## src/rtl/tdm_demux_1to4.sv

```systemverilog
// Receiver side of the 4-slot TDM link: steers interleaved samples to channels
// D,C,B,A by slot code, tracks frame completeness and flags lost sync.
module tdm_demux_1to4 #(
    parameter int WIDTH     = 1,
    parameter bit AUTO_HUNT = 1'b0
) (
    input  logic             clk,
    input  logic             rst,
    input  logic [WIDTH-1:0] din,
    input  logic             din_valid,
    input  logic             sync,
    input  logic             err_clr,
    output logic [WIDTH-1:0] a,
    output logic [WIDTH-1:0] b,
    output logic [WIDTH-1:0] c,
    output logic [WIDTH-1:0] d,
    output logic [3:0]       stb,
    output logic             s1,
    output logic             s0,
    output logic             locked,
    output logic             frame_valid,
    output logic             sync_err
);

    typedef enum logic {HUNT = 1'b0, LOCK = 1'b1} state_t;

    state_t     state_reg, state_next;
    logic [1:0] slot_reg, slot_next;
    logic [3:0] mask_reg, mask_next;
    logic [3:0] stb_reg, wr_next;
    logic       fv_reg, fv_next;
    logic       sync_err_reg, sync_err_next;

    // Index 0 is channel D (slot 00) up to index 3 = channel A (slot 11),
    // so the write strobe for a slot is simply 1 << slot.
    logic [WIDTH-1:0] ch_reg [4];

    always_comb begin
        state_next    = state_reg;
        slot_next     = slot_reg;
        mask_next     = mask_reg;
        wr_next       = 4'b0000;
        fv_next       = 1'b0;
        sync_err_next = err_clr ? 1'b0 : sync_err_reg;

        if (din_valid) begin
            case (state_reg)
                HUNT: begin
                    if (sync) begin
                        wr_next    = 4'b0001;
                        slot_next  = 2'b01;
                        mask_next  = 4'b0001;
                        state_next = LOCK;
                    end
                end
                LOCK: begin
                    if (sync && (slot_reg != 2'b00)) begin
                        // Misplaced sync: an error raised here beats a same-cycle clear.
                        sync_err_next = 1'b1;
                        if (AUTO_HUNT) begin
                            state_next = HUNT;
                            slot_next  = 2'b00;
                            mask_next  = 4'b0000;
                        end else begin
                            wr_next   = 4'b0001;
                            slot_next = 2'b01;
                            mask_next = 4'b0001;
                        end
                    end else begin
                        wr_next   = 4'b0001 << slot_reg;
                        slot_next = slot_reg + 2'd1;
                        case (slot_reg)
                            2'b00:   mask_next = 4'b0001;
                            2'b11: begin
                                fv_next   = (mask_reg == 4'b0111);
                                mask_next = 4'b0000;
                            end
                            default: mask_next = mask_reg | wr_next;
                        endcase
                    end
                end
                default: state_next = HUNT;
            endcase
        end
    end

    always_ff @(posedge clk or posedge rst) begin
        if (rst) begin
            state_reg    <= HUNT;
            slot_reg     <= 2'b00;
            mask_reg     <= 4'b0000;
            stb_reg      <= 4'b0000;
            fv_reg       <= 1'b0;
            sync_err_reg <= 1'b0;
        end else begin
            state_reg    <= state_next;
            slot_reg     <= slot_next;
            mask_reg     <= mask_next;
            stb_reg      <= wr_next;
            fv_reg       <= fv_next;
            sync_err_reg <= sync_err_next;
        end
    end

    genvar gi;
    generate
        for (gi = 0; gi < 4; gi++) begin : g_ch
            always_ff @(posedge clk or posedge rst) begin
                if (rst) begin
                    ch_reg[gi] <= '0;
                end else if (wr_next[gi]) begin
                    ch_reg[gi] <= din;
                end
            end
        end
    endgenerate

    assign d           = ch_reg[0];
    assign c           = ch_reg[1];
    assign b           = ch_reg[2];
    assign a           = ch_reg[3];
    assign stb         = stb_reg;
    assign s1          = slot_reg[1];
    assign s0          = slot_reg[0];
    assign locked      = (state_reg == LOCK);
    assign frame_valid = fv_reg;
    assign sync_err    = sync_err_reg;

endmodule

```

## config.mk

```make
export PLATFORM = sky130hd
export DESIGN_NAME = tdm_demux_1to4
export DESIGN_NICKNAME = d
export VERILOG_FILES = /design/src/rtl/tdm_demux_1to4.sv
export SDC_FILE = /design/constraint.sdc
export NUM_CORES = 1
export LEC_CHECK = 0
export CAP_MARGIN = 40
export CORE_UTILIZATION = 49
export DETAILED_ROUTE_END_ITERATION = 7
export PLACE_DENSITY = 0.8
export RECOVER_POWER = 50
export SKIP_CTS_REPAIR_TIMING = 1
export SYNTH_ARGS = -nofsm -noshare
export SYNTH_HDL_FRONTEND = slang
export SYNTH_SLANG_ARGS = --single-unit
export TNS_END_PERCENT = 30
```

## constraint.sdc

```tcl
create_clock -name clk -period 2.4 [get_ports clk]
set_input_delay 0.48 -clock clk [delete_from_list [all_inputs] [get_ports clk]]
set_output_delay 0.48 -clock clk [all_outputs]
set_load 0.1 [all_outputs]
```

==> qor.txt <==
=====================================================================================
Flop2flop setup slack                                                          770 ps
Final routed wirelength across all metal layers                               1.29 mm
Post-detailed-route DRC marker count                                                0
Kind of cell with the highest combined delay on the critical path        buffers and inverters
Number of instances in the synthesized netlist                                     60
DR WL/cell                                                                    13.3 um
Worst-case clock buffer depth                                                       2
Worst-Skew Late Latency                                                        280 ps
Period utilization                                                              70.6%
Aggregate global routing overflow                                                   0
Full die area                                                               1670 um^2
TritonRoute pass-1 iters                                                            4
Worst hold start                                                          mask_reg[3]
Hold Vio Cnt, Final                                                                 0
Crit path arrival time                                                        1870 ps
Hold path cells                                                                     2
Synth-to-Final Area Change                                                      23.8%
Sort of element at the start of the critical path                          input port
Cell Rows                                                                          13
F_max                                                                         590 MHz
Ratio of total power to cell area                                        1230 nW/um^2
Setup WS pre-CTS                                                               482 ps
Global-route wire length before repair                                        1.86 mm
Multi-input combinational cell area                                          275 um^2
Most frequent standard cell in the layout excluding fill and tap cells   sky130_fd_sc_hd__dfrtp_1
H-tree depth                                                                        1
Core Footprint                                                              1350 um^2
Final TNS setup                                                                  0 ps
Count of antenna-violating nets left after detailed routing                         0
RSZ-0062 raised after global routing                                            false
Switching power summed over all nets                                           566 uW
Endpoint of the most critical register-to-register path                             c
Remaining max-slew budget at the tightest pin                                   59.0%
Clock tree from TritonCTS                                                       built
Number of max-cap violations                                                        0
Effective utilization at floorplan                                              54.9%
Switching power share of the total                                              50.2%
Final Max Tran Viols                                                                0
Sink of the worst hold path                                               mask_reg[3]
Leakage component of the power                                               0.469 nW
Antenna violations before repair                                                    0
Die width                                                                     40.9 um
Number of enable-type register cells in the synthesized netlist                     0
Peak ir drop on the vdd network                                                559 uV
CP max-delay cell                                                        sky130_fd_sc_hd__dlygate4sd3_1
Clk pin slew, worst setup/hold paths                                           100 ps
Path type of the worst setup path                                        input port to register
Final critical-path setup slack                                                705 ps
Maximum number of pins on one net before global-route repair                       18
Cts bufs inserted                                                                   3
Transition at the pin with the smallest max-transition slack                   614 ps
Power share of the sequential group                                             35.3%
Critical register-to-register path startpoint                             slot_reg[0]
Die Ht                                                                        40.9 um
Final weighted congestion in routability-driven placement                       0.722
Combinational share of power                                                    51.5%
I/O pin total                                                                      19
Share of layout cells above drive strength 1                                    28.0%
Cell Area, Synth                                                             741 um^2
Internal power                                                                 561 uW
Total number of vias                                                              484
Post-synthesis async set-or-reset flop share                                     100%
Count of fill cells added during filler insertion                                 107
Sequential Area                                                              425 um^2
Via count of the first global-routing pass                                        449
CP Max Fanout                                                                       8
Final Net Count                                                                    93
Crit path required time                                                       2580 ps
Clk network pwr share                                                           13.2%
Synth warn                                                                          0
PortBufs                                                                           18
Path category of the worst min-delay check                               register to register
Ant diodes                                                                          0
GRT Total Usage                                                                 17.5%
Status                                                                   finished clean
Sequential element share of the synthesized area                                57.4%
Count of endpoints failing setup in the final report                                0
Mean instance size in the synthesized netlist                               12.3 um^2
Worst setup skew after layout                                                 6.37 ps
R2R cell count                                                                      5
Via/cell ratio                                                                   4.99
Net count of the mapped netlist                                                    70
Starting DRC count in detailed routing                                              1
Delay of the slowest cell on the worst path                                    680 ps
HPWL reported at the end of detailed placement                                 959 um
Total buffers and inverters traversed by the critical path                          1
Worst path cell trace                                                    dlygate4sd3_1 -> and2_4 -> and3_1 -> mux2_4
Count of different cell masters after synthesis                                    21
TritonCTS Sinks                                                                    17
Ys flop type                                                             sky130_fd_sc_hd__dfrtp_1
Time the worst path needs with I/O delays and setup                           1690 ps
Crit end category                                                            register
CTS Root Cell                                                            sky130_fd_sc_hd__clkbuf_4
Number of synthesized register bits                                                17
Leading cell types in the layout, fill and taps excluded                 sky130_fd_sc_hd__dfrtp_1, sky130_fd_sc_hd__buf_4, sky130_fd_sc_hd__nor2_1
=====================================================================================
[through the flow]
step	cell area, um^2	util, %	std cells	total power [mW]	hold slack (ps)
2_1_floorplan	741	-	60	0.870	406
3_3_place_gp	907	67.2	93	0.982	468
3_5_place_dp	907	67.2	93	0.994	483
4_1_cts	935	69.2	97	1.14	506
5_1_grt	917	67.9	97	1.18	522
6_report	917	67.9	97	1.13	506
[layer usage]
layer	vias up	share of wire, %	wire (um)	global-route usage (%)
li1	245	-	-	-
met1	226	45	587	21.7
met2	13	49	632	29.3
met3	0	5.7	74	3.26
met4	0	0	0	7.50
met5	-	0	0	0
[worst reg2reg max path, cell delays in order (launching register included)]
cell	delay (ps)
sky130_fd_sc_hd__dfrtp_1	460
sky130_fd_sc_hd__inv_1	100
sky130_fd_sc_hd__ha_1	240
sky130_fd_sc_hd__nand2b_1	220
sky130_fd_sc_hd__and3_1	220
sky130_fd_sc_hd__mux2_4	300
[worst max path at each step]
stage | depth (start not counted) | from | end | slack [ps]
5_1_grt | 5 | slot_reg[0] | c | 670
6_report | 4 | din_valid | c | 710
3_5_place_dp | 4 | din_valid | c | 480
2_1_floorplan | 5 | slot_reg[1] | b | 220
4_1_cts | 4 | din_valid | c | 790
3_3_place_gp | 4 | din_valid | b | 520
[synthesized netlist by cell type, types with 2 or more instances]
cell	number	share of area, %
sky130_fd_sc_hd__a21oi_1	5	3.4
sky130_fd_sc_hd__a31oi_1	2	1.7
sky130_fd_sc_hd__and3_4	2	3.0
sky130_fd_sc_hd__dfrtp_1	17	57
sky130_fd_sc_hd__ha_1	4	6.8
sky130_fd_sc_hd__inv_1	6	3.0
sky130_fd_sc_hd__mux2_4	3	6.1
sky130_fd_sc_hd__nor2_1	7	3.5
sky130_fd_sc_hd__o21a_1	2	2.0
[power by group through the flow]
stage	Sequential, mW	Clock [mW]	Combinational (mW)
after floorplan	0.732	0	0.138
after global placement	0.399	0	0.583
after detailed placement	0.404	0	0.591
after CTS	0.398	0.155	0.591
after global routing	0.406	0.171	0.608
final	0.397	0.149	0.581
[cell families (layout without fill, tap and decap cells)]
kind of cell,Yosys count,count (layout),share of synthesized area [%]
mux,4,4,7.60
buf+inv,6,28,3.04
fa+ha+maj,4,4,6.76
simple gates,16,16,14.0
compound gates,13,13,11.1
flops,17,17,57.4
[layout make-up]
class                      count  area share, %
multi-input combinational     37           30.0
inverter                       6           2.46
sequential                    17           46.4
clock inverter                 1          0.546
clock buffer                   3           2.46
tap                           15           2.05
timing repair buffer          18           16.1
(Power assumes the default switching activity.)
